<file path="src/rtl/rom_tx_sequencer.sv">
// rom_tx_sequencer: walks a synchronous message ROM from address 0 and hands each byte to the
// UART transmitter over the tx_start/tx_busy handshake. A message stops at the terminator byte
// (which is never sent) or after the last ROM address. It never wraps.
//
// Ports
//   clk, rst_n  : clock (rising edge), asynchronous active-low reset
//   start       : 1-cycle request to send the message; ignored while busy
//   abort       : synchronous abort back to idle; no done pulse
//   rom_addr    : ROM read address; rom_data is valid one clock after it
//   tx_data     : byte presented to the transmitter, held until the next byte is loaded
//   tx_start    : 1-cycle transmit request
//   tx_busy     : transmitter busy; rises after tx_start, falls at the end of the stop bit
//   busy        : high whenever a message is in progress
//   done        : 1-cycle pulse when a message completes normally
//   byte_count  : bytes sent in the current or most recent message
module rom_tx_sequencer #(
  parameter int unsigned           ADDR_WIDTH = 5,
  parameter int unsigned           DATA_WIDTH = 8,
  parameter logic [DATA_WIDTH-1:0] TERMINATOR = '0,
  parameter int unsigned           GAP_CYCLES = 0
) (
  input  logic                  clk,
  input  logic                  rst_n,
  input  logic                  start,
  input  logic                  abort,
  output logic [ADDR_WIDTH-1:0] rom_addr,
  input  logic [DATA_WIDTH-1:0] rom_data,
  output logic [DATA_WIDTH-1:0] tx_data,
  output logic                  tx_start,
  input  logic                  tx_busy,
  output logic                  busy,
  output logic                  done,
  output logic [ADDR_WIDTH:0]   byte_count
);

  localparam int unsigned GapW = (GAP_CYCLES > 1) ? $clog2(GAP_CYCLES) : 1;
  localparam logic [GapW-1:0] GapLast = GapW'((GAP_CYCLES > 0) ? GAP_CYCLES - 1 : 0);

  typedef enum logic [3:0] {
    StIdle,
    StRead,
    StCheck,
    StSend,
    StAck,
    StDrain,
    StGap,
    StNext,
    StDone
  } state_e;

  state_e                state_q, state_d;
  logic [ADDR_WIDTH-1:0] rom_addr_q, rom_addr_d;
  logic [DATA_WIDTH-1:0] tx_data_q, tx_data_d;
  logic [ADDR_WIDTH:0]   byte_count_q, byte_count_d;
  logic [GapW-1:0]       gap_cnt_q, gap_cnt_d;

  always_comb begin
    state_d      = state_q;
    rom_addr_d   = rom_addr_q;
    tx_data_d    = tx_data_q;
    byte_count_d = byte_count_q;
    gap_cnt_d    = gap_cnt_q;
    tx_start     = 1'b0;

    unique case (state_q)
      StIdle: begin
        rom_addr_d = '0;
        if (start) begin
          byte_count_d = '0;
          state_d      = StRead;
        end
      end
      // One clock for the synchronous ROM to present the addressed byte.
      StRead: state_d = StCheck;
      StCheck: begin
        if (rom_data == TERMINATOR) begin
          state_d = StDone;
        end else begin
          tx_data_d = rom_data;
          state_d   = StSend;
        end
      end
      // tx_start is combinational so the request goes out in the first SEND clock.
      StSend: begin
        if (!tx_busy) begin
          tx_start = 1'b1;
          state_d  = StAck;
        end
      end
      StAck: begin
        if (tx_busy) state_d = StDrain;
      end
      StDrain: begin
        if (!tx_busy) begin
          byte_count_d = byte_count_q + (ADDR_WIDTH + 1)'(1);
          gap_cnt_d    = '0;
          state_d      = (GAP_CYCLES > 0) ? StGap : StNext;
        end
      end
      StGap: begin
        if (gap_cnt_q == GapLast) begin
          gap_cnt_d = '0;
          state_d   = StNext;
        end else begin
          gap_cnt_d = gap_cnt_q + GapW'(1);
        end
      end
      StNext: begin
        if (rom_addr_q == '1) begin
          state_d = StDone;
        end else begin
          rom_addr_d = rom_addr_q + ADDR_WIDTH'(1);
          state_d    = StRead;
        end
      end
      StDone: begin
        rom_addr_d = '0;
        state_d    = StIdle;
      end
      default: state_d = StIdle;
    endcase

    // Abort overrides every transition, including a start in idle. A byte the transmitter
    // already accepted finishes on the line but is not counted.
    if (abort) begin
      state_d      = StIdle;
      rom_addr_d   = '0;
      tx_data_d    = tx_data_q;
      byte_count_d = byte_count_q;
      gap_cnt_d    = '0;
      tx_start     = 1'b0;
    end
  end

  always_ff @(posedge clk or negedge rst_n) begin
    if (!rst_n) begin
      state_q      <= StIdle;
      rom_addr_q   <= '0;
      tx_data_q    <= '0;
      byte_count_q <= '0;
      gap_cnt_q    <= '0;
    end else begin
      state_q      <= state_d;
      rom_addr_q   <= rom_addr_d;
      tx_data_q    <= tx_data_d;
      byte_count_q <= byte_count_d;
      gap_cnt_q    <= gap_cnt_d;
    end
  end

  assign rom_addr   = rom_addr_q;
  assign tx_data    = tx_data_q;
  assign byte_count = byte_count_q;
  assign busy       = (state_q != StIdle);
  assign done       = (state_q == StDone);

endmodule

</file>
<file path="config.mk">
export PLATFORM = sky130hd
export DESIGN_NAME = rom_tx_sequencer
export DESIGN_NICKNAME = d
export VERILOG_FILES = /design/src/rtl/rom_tx_sequencer.sv
export SDC_FILE = /design/constraint.sdc
export NUM_CORES = 1
export LEC_CHECK = 0
export ABC_AREA = 0
export BUFFER_PORTS_ARGS = -buffer_cell sky130_fd_sc_hd__buf_2
export CORE_MARGIN = 1
export CORE_UTILIZATION = 30
export DETAILED_ROUTE_END_ITERATION = 10
export PLACE_DENSITY = 0.53
export SLEW_MARGIN = 20
export SYNTH_ARGS = -nofsm -noshare
export SYNTH_HDL_FRONTEND = slang
export SYNTH_SLANG_ARGS = --single-unit
</file>
<file path="constraint.sdc">
create_clock -name clk -period 1.6 [get_ports clk]
set_input_delay 0.16 -clock clk [delete_from_list [all_inputs] [get_ports clk]]
set_output_delay 0.16 -clock clk [all_outputs]
set_load 0.02 [all_outputs]
</file>
* Yosys cells after proc, flatten, opt, wreduce, memory -nomap -nowiden
Index checks and enable logic that the tools add are counted.
** Word-level totals
- Bits in registers :: 24
- Bits of input ports :: 13
- Output and inout bits :: 22
- Word-level logic and storage cells :: 61
** Operators by class
- Add/sub/neg operators :: 3
- Equal/unequal tests :: 17
- Mux-type cells :: 22
- Bitwise logic cells :: 2
- Reduce and logical (&&, ||, !) cells :: 12
** Operators by type and width (count)
- $mux W4 :: 8
- $pmux W4 S8 :: 1
- $ne A3 B3 Y1 const B :: 6
- $eq A4 B3 Y1 const B :: 4
- $mux W6 :: 2
- $pmux W6 S2 :: 1
- $mux W5 :: 2
- $pmux W5 S2 :: 1
- $eq A4 B2 Y1 const B :: 2
- $logic_not A8 Y1 :: 1
- $add A6 B1 Y6 const B :: 1
- $mux W1 :: 6
- $reduce_bool A3 Y1 :: 2
- $add A5 B1 Y5 const B :: 1
- $eq A5 B5 Y1 const B :: 1
- $reduce_and A5 Y1 :: 1
- $eq A4 B1 Y1 const B :: 1
- $eq A4 B4 Y1 const B :: 1
- $logic_not A4 Y1 :: 1
- $ne A2 B2 Y1 const B :: 2
- $reduce_and A2 Y1 :: 2
- $reduce_and A4 Y1 :: 1
- $reduce_bool A4 Y1 :: 1
- $reduce_and A3 Y1 :: 1
- other kinds (5) :: 6

* Longest topological paths before layout
Gate-level depths: netlist of the first run.
- Depth in word-level cells :: 4
- Gate-level depth with buffers :: 7
- Gate-level depth less buffers :: 7

* Least setup slack after synthesis of the first run
OpenSTA, ideal clock, no wires.
- Path type :: register to register
- From :: register state_q[3]
- To :: register tx_data_q[0], in the netlist tx_data[0]
- Library setup time :: 125 ps
- Data arrival time :: 1581 ps
- Data required time :: 1475 ps
- Setup slack :: -105 ps
- Stages on the path, launching flop included :: 5
- Path buffers :: 1
- Period minus slack after synthesis :: 1705 ps
- Cells stage by stage :: dfrtp_1 -> buf_2 -> or2_4 -> nor4_4 -> mux2_2
** On the way
- Longest elaborated chain between the ends :: 2
** Ends and longest elaborated chain
- from (decl) :: RTL line 51 : state_e state_q, state_d;
- from (signal assigned) :: RTL line 137 : state_q <= StIdle;
- from (signal assigned) :: RTL line 143 : state_q <= state_d;
- $eq A4 B2 Y1 :: RTL line 65 : unique case (state_q)
- $reduce_and A3 Y1 (no source line)
- to (signal assigned) :: RTL line 145 : tx_data_q <= tx_data_d;
- to (decl) :: RTL line 53 : logic [DATA_WIDTH-1:0] tx_data_q, tx_data_d;
No other way between the ends.
A chain may end at the register's enable or synchronous reset.

* Final worst setup path of the first run
- From :: register state_q[3]
- To :: output port busy
** On the way
- Longest elaborated chain between the ends :: 1
** Ends and longest elaborated chain
- $reduce_bool A4 Y1 :: RTL line 154 : assign busy = (state_q != StIdle);
- to (decl) :: RTL line 31 : output logic busy,
No other way between the ends.

==> out/metrics.csv, run 1 <==
stage;metric;value;unit
setup_path;critPathArrivalTime;1.50;ns
sta;clock_skew;0.00341;ns
logic_synthesis;synth_cell_types;40;
sta;worst_pin_slew;0.522;ns
setup_path;path_class;reg -> out;
sta;layout_setup_ws;-0.0583;ns
clock_tree;h-tree-depth;1;
routing;avgViaCountPerCell;4.92;
logic_synthesis;synth-async-reset-ratio;100;%
hold_path;min_path_cells;2;
logic_synthesis;synth-seq-area-share;46.0;%
cells_and_area;finalInstanceArea;1760;sq um
logic_synthesis;synth_fp_nets;140;
cells_and_area;layout.nets;190;
sta;rsz0062_at_grt;yes;
clock_tree;cts.sinks;23;
place;dp_hpwl;2.18;mm
flow_run;cap_violations;0;
setup_path;critPathMaxFanout;4;
global_routing;grt_pass1_vias;1110;
logic_synthesis;synth_cells;124;
cells_and_area;utilization;44.1;%
place;port_buffers;34;
logic_synthesis;yosys_warnings;0;
routing;postRouteAntennaNets;0;
floorplan;start_util;31.3;%
floorplan;rows;23;
power_and_ir_drop;design_power_total;1.72;mW
clock_tree;numCtsBuffers;3;
global_routing;grt_max_degree;24;
sta;period_share;104;%
routing;vias;1098;
setup_path;reg2regPathDepth;4;
cells_and_area;fin_cells;223;
power_and_ir_drop;worst_ir_drop_vdd;0.596;mV
routing;drc;0;
sta;period_needed;1.66;ns
hold_path;min-delay-start;rom_data[2];
routing;wl;3.00;mm
hold_path;hold_class;in -> reg;
place;gp_congestion;0.815;
global_routing;grt_pass1_wl;4.95;mm
global_routing;grt_remaining_overflow;0;
floorplan;ios;35;
setup_path;end_kind;primary output;
floorplan;die_area;4440;sq um
clock_tree;clock_latency;0.26;ns
place;placed_cell_area;1560;sq um
routing;routedWlPerCell;13.4;um
logic_synthesis;syn_area_per_cell;10.1;sq um
cells_and_area;layout_commonest_cell;buf_2;
sta;final_hold_viol_count;0;
setup_path;r2r_end;tx_data[1];
sta;fmax;603;MHz
sta;relSlewSlack;65.2;%
logic_synthesis;ys.flop_type;dfrtp_1;
cells_and_area;area_growth;40.9;%
cells_and_area;final_layout_size_suffix_gt1_share;49.1;%
clock_tree;clk_pin_slew;0.08;ns
outcome;violations;setup timing;
hold_path;hold_end;tx_data[2];
power_and_ir_drop;cellPowerDensity;975;nW/um^2
logic_synthesis;synth_seq_cells;23;
clock_tree;root_buffer;clkbuf_8;
global_routing;grt_use_total;14.6;%
floorplan;die_w;66.6;um
outcome;status;finished, violations left;
power_and_ir_drop;leakagePower;0.811;nW
cells_and_area;mostFrequentLayoutCells;buf_2, dfrtp_1, buf_4, nand2_1, mux2_4;
setup_path;cp-start-kind;flop;
global_routing;antenna_found_initial;0;
setup_path;reg2reg_slack;-0.02;ns
setup_path;required;1.44;ns
logic_synthesis;synth_area;1250;sq um
logic_synthesis;synth-edff-count;0;
sta;setup_viol_count_final;9;
place;numPlacedInstances;215;
setup_path;r2r_start;state_q[0];
floorplan;coreArea;4000;sq um
clock_tree;cts_tree;built;
cells_and_area;antenna_cells;0;
routing;drt_iter0_markers;26;
clock_tree;cts.path.max_buffers;2;
routing;dr.pass1.iters;4;
floorplan;fp.dieH;66.6;um
sta;final_max_slew_viol_count;0;
==> Yosys cell counts (all sizes together) (3+ instances only) <==
cell type | number | share of area, %
a21oi | 3 | 1.2
or2 | 3 | 1.7
clkbuf | 3 | 1.7
or3 | 3 | 1.5
mux2 | 8 | 7.2
xnor2 | 3 | 2.1
nor3 | 5 | 2.0
nor2 | 9 | 3.3
ha | 3 | 3.0
o21ai | 10 | 4.0
or4 | 5 | 3.2
nor4 | 3 | 2.7
dfrtp | 23 | 46
nand3 | 8 | 3.2
nand2 | 12 | 3.6
==> worst max-delay path by stage <==
stage,from,endpoint,slack (ns)
6_report,state_q[3],busy,-0.06
5_1_grt,state_q[3],busy,-0.11
4_1_cts,state_q[3],busy,-0.07
3_5_place_dp,state_q[2],tx_data[6],-0.15
3_3_place_gp,state_q[2],tx_data[4],-0.07
2_1_floorplan,state_q[3],tx_data[0],-0.11
==> worst max-delay path, cell delays in order (launching register included) <==
cell	delay, ns
dfrtp_1	0.40
or2_4	0.25
buf_6	0.13
or3_4	0.33
buf_6	0.14
==> stage by stage <==
stage	TNS [ns]	hold slack [ns]	setup slack, ns
2_1_floorplan	-0.853	-0.136	-0.105
3_3_place_gp	-0.545	0.159	-0.0682
3_5_place_dp	-1.27	0.168	-0.149
4_1_cts	-0.165	0.128	-0.0694
5_1_grt	-0.781	0.134	-0.113
6_report	-0.148	0.143	-0.0583
==> timing repair <==
item	in CTS	in global routing
hold endpoints to repair	23	0
buffers inserted	3	0
resized for setup	20	11
pin swaps	5	2
hold buffers	1	0
setup endpoints to repair	14	22
==> final cells by class <==
cell class | count | area, sq um
Timing Repair Buffer | 50 | 312
Clock inverter | 1 | 5.00
Fill cell | 379 | 2240
Tap cell | 50 | 62.6
Clock buffer | 3 | 41.3
Multi-Input combinational cell | 95 | 761
Inverter | 1 | 3.75
Sequential cell | 23 | 579
==> registers in the layout, summed over array words and instances (netlist names) <==
| signal | flops |
|---|---|
| rom_addr | 5 |
| tx_data | 8 |
| state_q | 4 |
| byte_count | 6 |
==> routing by layer <==
metal	up-vias	global-route usage [%]	share of wire, %
met5	-	0	0
met3	2	1.88	3.6
met1	530	19.9	48
met2	21	23.7	47
li1	545	-	-
met4	0	4.79	0.57
==> power breakdown <==
part           total, mW  internal (mW)  switching (mW)
combinational      0.605          0.303           0.302
sequential         0.764          0.691          0.0734
clock              0.351          0.173           0.178
==> logic make-up after synthesis <==
kind of cell / count (synthesis) / share of synthesized area [%]
XOR/XNOR: 4 / 2.80
AO/OA/AOI/OAI: 17 / 7.89
flip-flops: 23 / 46.0
multiplexers: 9 / 7.99
adder cells (fa/ha/maj): 3 / 3.00
AND/OR/NAND/NOR: 62 / 29.6
buffers and inverters: 6 / 2.80
No activity file was read; power rests on OpenSTA's default activity.
==> inputs of run 2 (changes only) <==
--- a/config.mk
+++ b/config.mk
@@ -10,7 +10,6 @@
 export CORE_MARGIN = 1
 export CORE_UTILIZATION = 30
 export DETAILED_ROUTE_END_ITERATION = 10
-export PLACE_DENSITY = 0.53
 export SLEW_MARGIN = 20
 export SYNTH_ARGS = -nofsm -noshare
 export SYNTH_HDL_FRONTEND = slang
==> run 2 against run 1 <==
  * The flow still finishes with violations (setup timing)
  * First-iteration DRC count shrank 38%
  * Sequential power shrank 2%
  * Combinational power grew 4.1%
  * Via count grew 4.5%
  * Critical endpoint unchanged
  * Largest power group unchanged
  * Highest routed layer unchanged
==> out/metrics.csv, run 2 (synthesis gave the netlist of run 1 again) <==
stage;metric;value;unit;change
floorplan;start_util;31.3;%;unchanged
cells_and_area;fill_cells;368;;-2.9%
outcome;violations;setup timing;;
floorplan;rows;23;;unchanged
cells_and_area;mostFrequentLayoutCells;buf_2, dfrtp_1, buf_4, nand2_1, mux2_4;;
place;dp_hpwl;2.17;mm;-0.22%
setup_path;reg2reg_slack;-0.01;ns;about the same
place;numPlacedInstances;216;;+0.47%
global_routing;grt_use_total;14.7;%;+0.12 points
cells_and_area;layout_commonest_cell;buf_2;;
cells_and_area;layout.nets;194;;+2.1%
setup_path;reg2regPathDepth;5;;+1
sta;clock_skew;0.00825;ns;+0.00484 ns
clock_tree;cts.path.max_buffers;2;;unchanged
setup_path;cp-start-kind;flop;;
clock_tree;cts_tree;built;;
place;place_ws;-0.154;ns;-0.00504 ns
hold_path;hold_class;in -> reg;;
routing;drt_iter0_markers;16;;-38%
routing;routedWlPerCell;13.9;um;+3.2%
cells_and_area;fin_cells;227;;+1.8%
setup_path;critPathArrivalTime;1.51;ns;about the same
routing;wl;3.15;mm;+5.0%
sta;final_hold_viol_count;0;;unchanged
outcome;status;finished, violations left;;
place;gp_congestion;0.835;;+2.4%
floorplan;die_w;66.6;um;unchanged
setup_path;required;1.44;ns;about the same
setup_path;r2r_end;state_q[0];;
setup_path;end_kind;primary output;;
flow_run;cap_violations;0;;unchanged
clock_tree;clock_latency;0.27;ns;about the same
sta;relSlewSlack;64.2;%;-0.98 points
setup_path;endpoint;busy;;
setup_path;path_class;reg -> out;;
sta;rsz0062_at_grt;yes;;
floorplan;ios;35;;unchanged
global_routing;grt_max_degree;24;;unchanged
power_and_ir_drop;leakagePower;0.846;nW;+4.3%
clock_tree;cts.sinks;23;;unchanged
sta;setup_viol_count_final;2;;-7
sta;worst_pin_slew;0.537;ns;+0.0148 ns
routing;avgViaCountPerCell;5.05;;+2.6%
setup_path;r2r_start;state_q[2];;
sta;finalSetupTns;-0.0809;ns;+0.0666 ns
power_and_ir_drop;design_power_total;1.75;mW;+1.7%
setup_path;crit_start;state_q[2];;
cells_and_area;area_growth;46.2;%;
clock_tree;h-tree-depth;1;;unchanged
cells_and_area;largest_reg_flops;8;;unchanged
routing;dr.pass1.iters;4;;unchanged
cells_and_area;utilization;45.8;%;+1.7 points
routing;drc;0;;unchanged
sta;final_max_slew_viol_count;0;;unchanged
floorplan;fp.dieH;66.6;um;unchanged
cells_and_area;finalInstanceArea;1830;sq um;+3.8%
setup_path;critPathMaxFanout;3;;-1
power_and_ir_drop;worst_ir_drop_vdd;0.845;mV;+42%
sta;period_share;104;%;+0.69 points
floorplan;coreArea;4000;sq um;unchanged
global_routing;antenna_found_initial;0;;unchanged
cells_and_area;final_layout_size_suffix_gt1_share;53.1;%;+4.0 points
clock_tree;numCtsBuffers;3;;unchanged
global_routing;grt_pass1_vias;1115;;+0.45%
power_and_ir_drop;cellPowerDensity;956;nW/um^2;-2.0%
global_routing;grt_pass1_wl;5.02;mm;+1.4%
clock_tree;clk_pin_slew;0.09;ns;about the same
floorplan;die_area;4440;sq um;unchanged
sta;hold_ws;0.131;ns;-0.0117 ns
global_routing;grt_remaining_overflow;0;;unchanged
sta;period_needed;1.67;ns;+0.0110 ns
place;port_buffers;34;;unchanged
sta;layout_setup_ws;-0.0694;ns;-0.0110 ns
clock_tree;root_buffer;clkbuf_8;;
sta;fmax;599;MHz;-0.66%
routing;vias;1147;;+4.5%
routing;postRouteAntennaNets;0;;unchanged
cells_and_area;antenna_cells;0;;unchanged
place;placed_cell_area;1570;sq um;+0.48%
-- run 2: cell count changes in the layout (fill, tap and decap cells not counted), sizes merged --
cell    before  now
clkbuf       3    4
buf         49   53
clkinv       1    0
-- run 2: how the worst min path moves through the flow --
stage                start       endpoint  slack (ns)  cells after the start
2_1_floorplan        rst_n  byte_count[0]       -0.14                      0
3_3_place_gp         rst_n  byte_count[1]        0.15                      1
3_5_place_dp         rst_n  byte_count[1]        0.17                      1
4_1_cts        rom_data[0]     tx_data[0]        0.13                      2
5_1_grt        rom_data[0]     tx_data[0]        0.14                      2
6_report       rom_data[0]     tx_data[0]        0.13                      2
-- run 2: cell type report --
class | instances | area, sq um | share of cell area (%)
tap | 50 | 62.6 | 3.42
multi-input combinational | 95 | 795 | 43.4
sequential | 23 | 578 | 31.6
clock buffer | 4 | 45.0 | 2.46
inverter | 1 | 3.75 | 0.205
timing repair buffer | 54 | 347 | 18.9
-- run 2: metal layers --
layer	global-route usage (%)	part of all wire [%]	up-vias
li1	-	-	553
met5	0	0	-
met1	20.0	48	568
met3	2.05	2.7	2
met4	4.52	0.60	0
met2	24.0	49	24
-- run 2: where the power goes --
group          switching, mW  total [mW]  internal (mW)
Sequential            0.0614       0.751          0.690
Combinational          0.319       0.630          0.311
Clock                  0.190       0.368          0.178
Total                  0.571        1.75           1.18
-- run 2: worst max-delay path, cell delays in order (launching register included) --
cell and delay, ns:
dfrtp_1 0.41, or2_4 0.25, buf_6 0.12, or3_4 0.33, buf_6 0.14
-- run 2: timing repair --
item	CTS	global route
hold buffers	1	0
gates resized for setup	18	23
buffers inserted	5	1
pin swaps	2	12
hold endpoints to repair	23	0
endpoints found under the setup margin	11	22
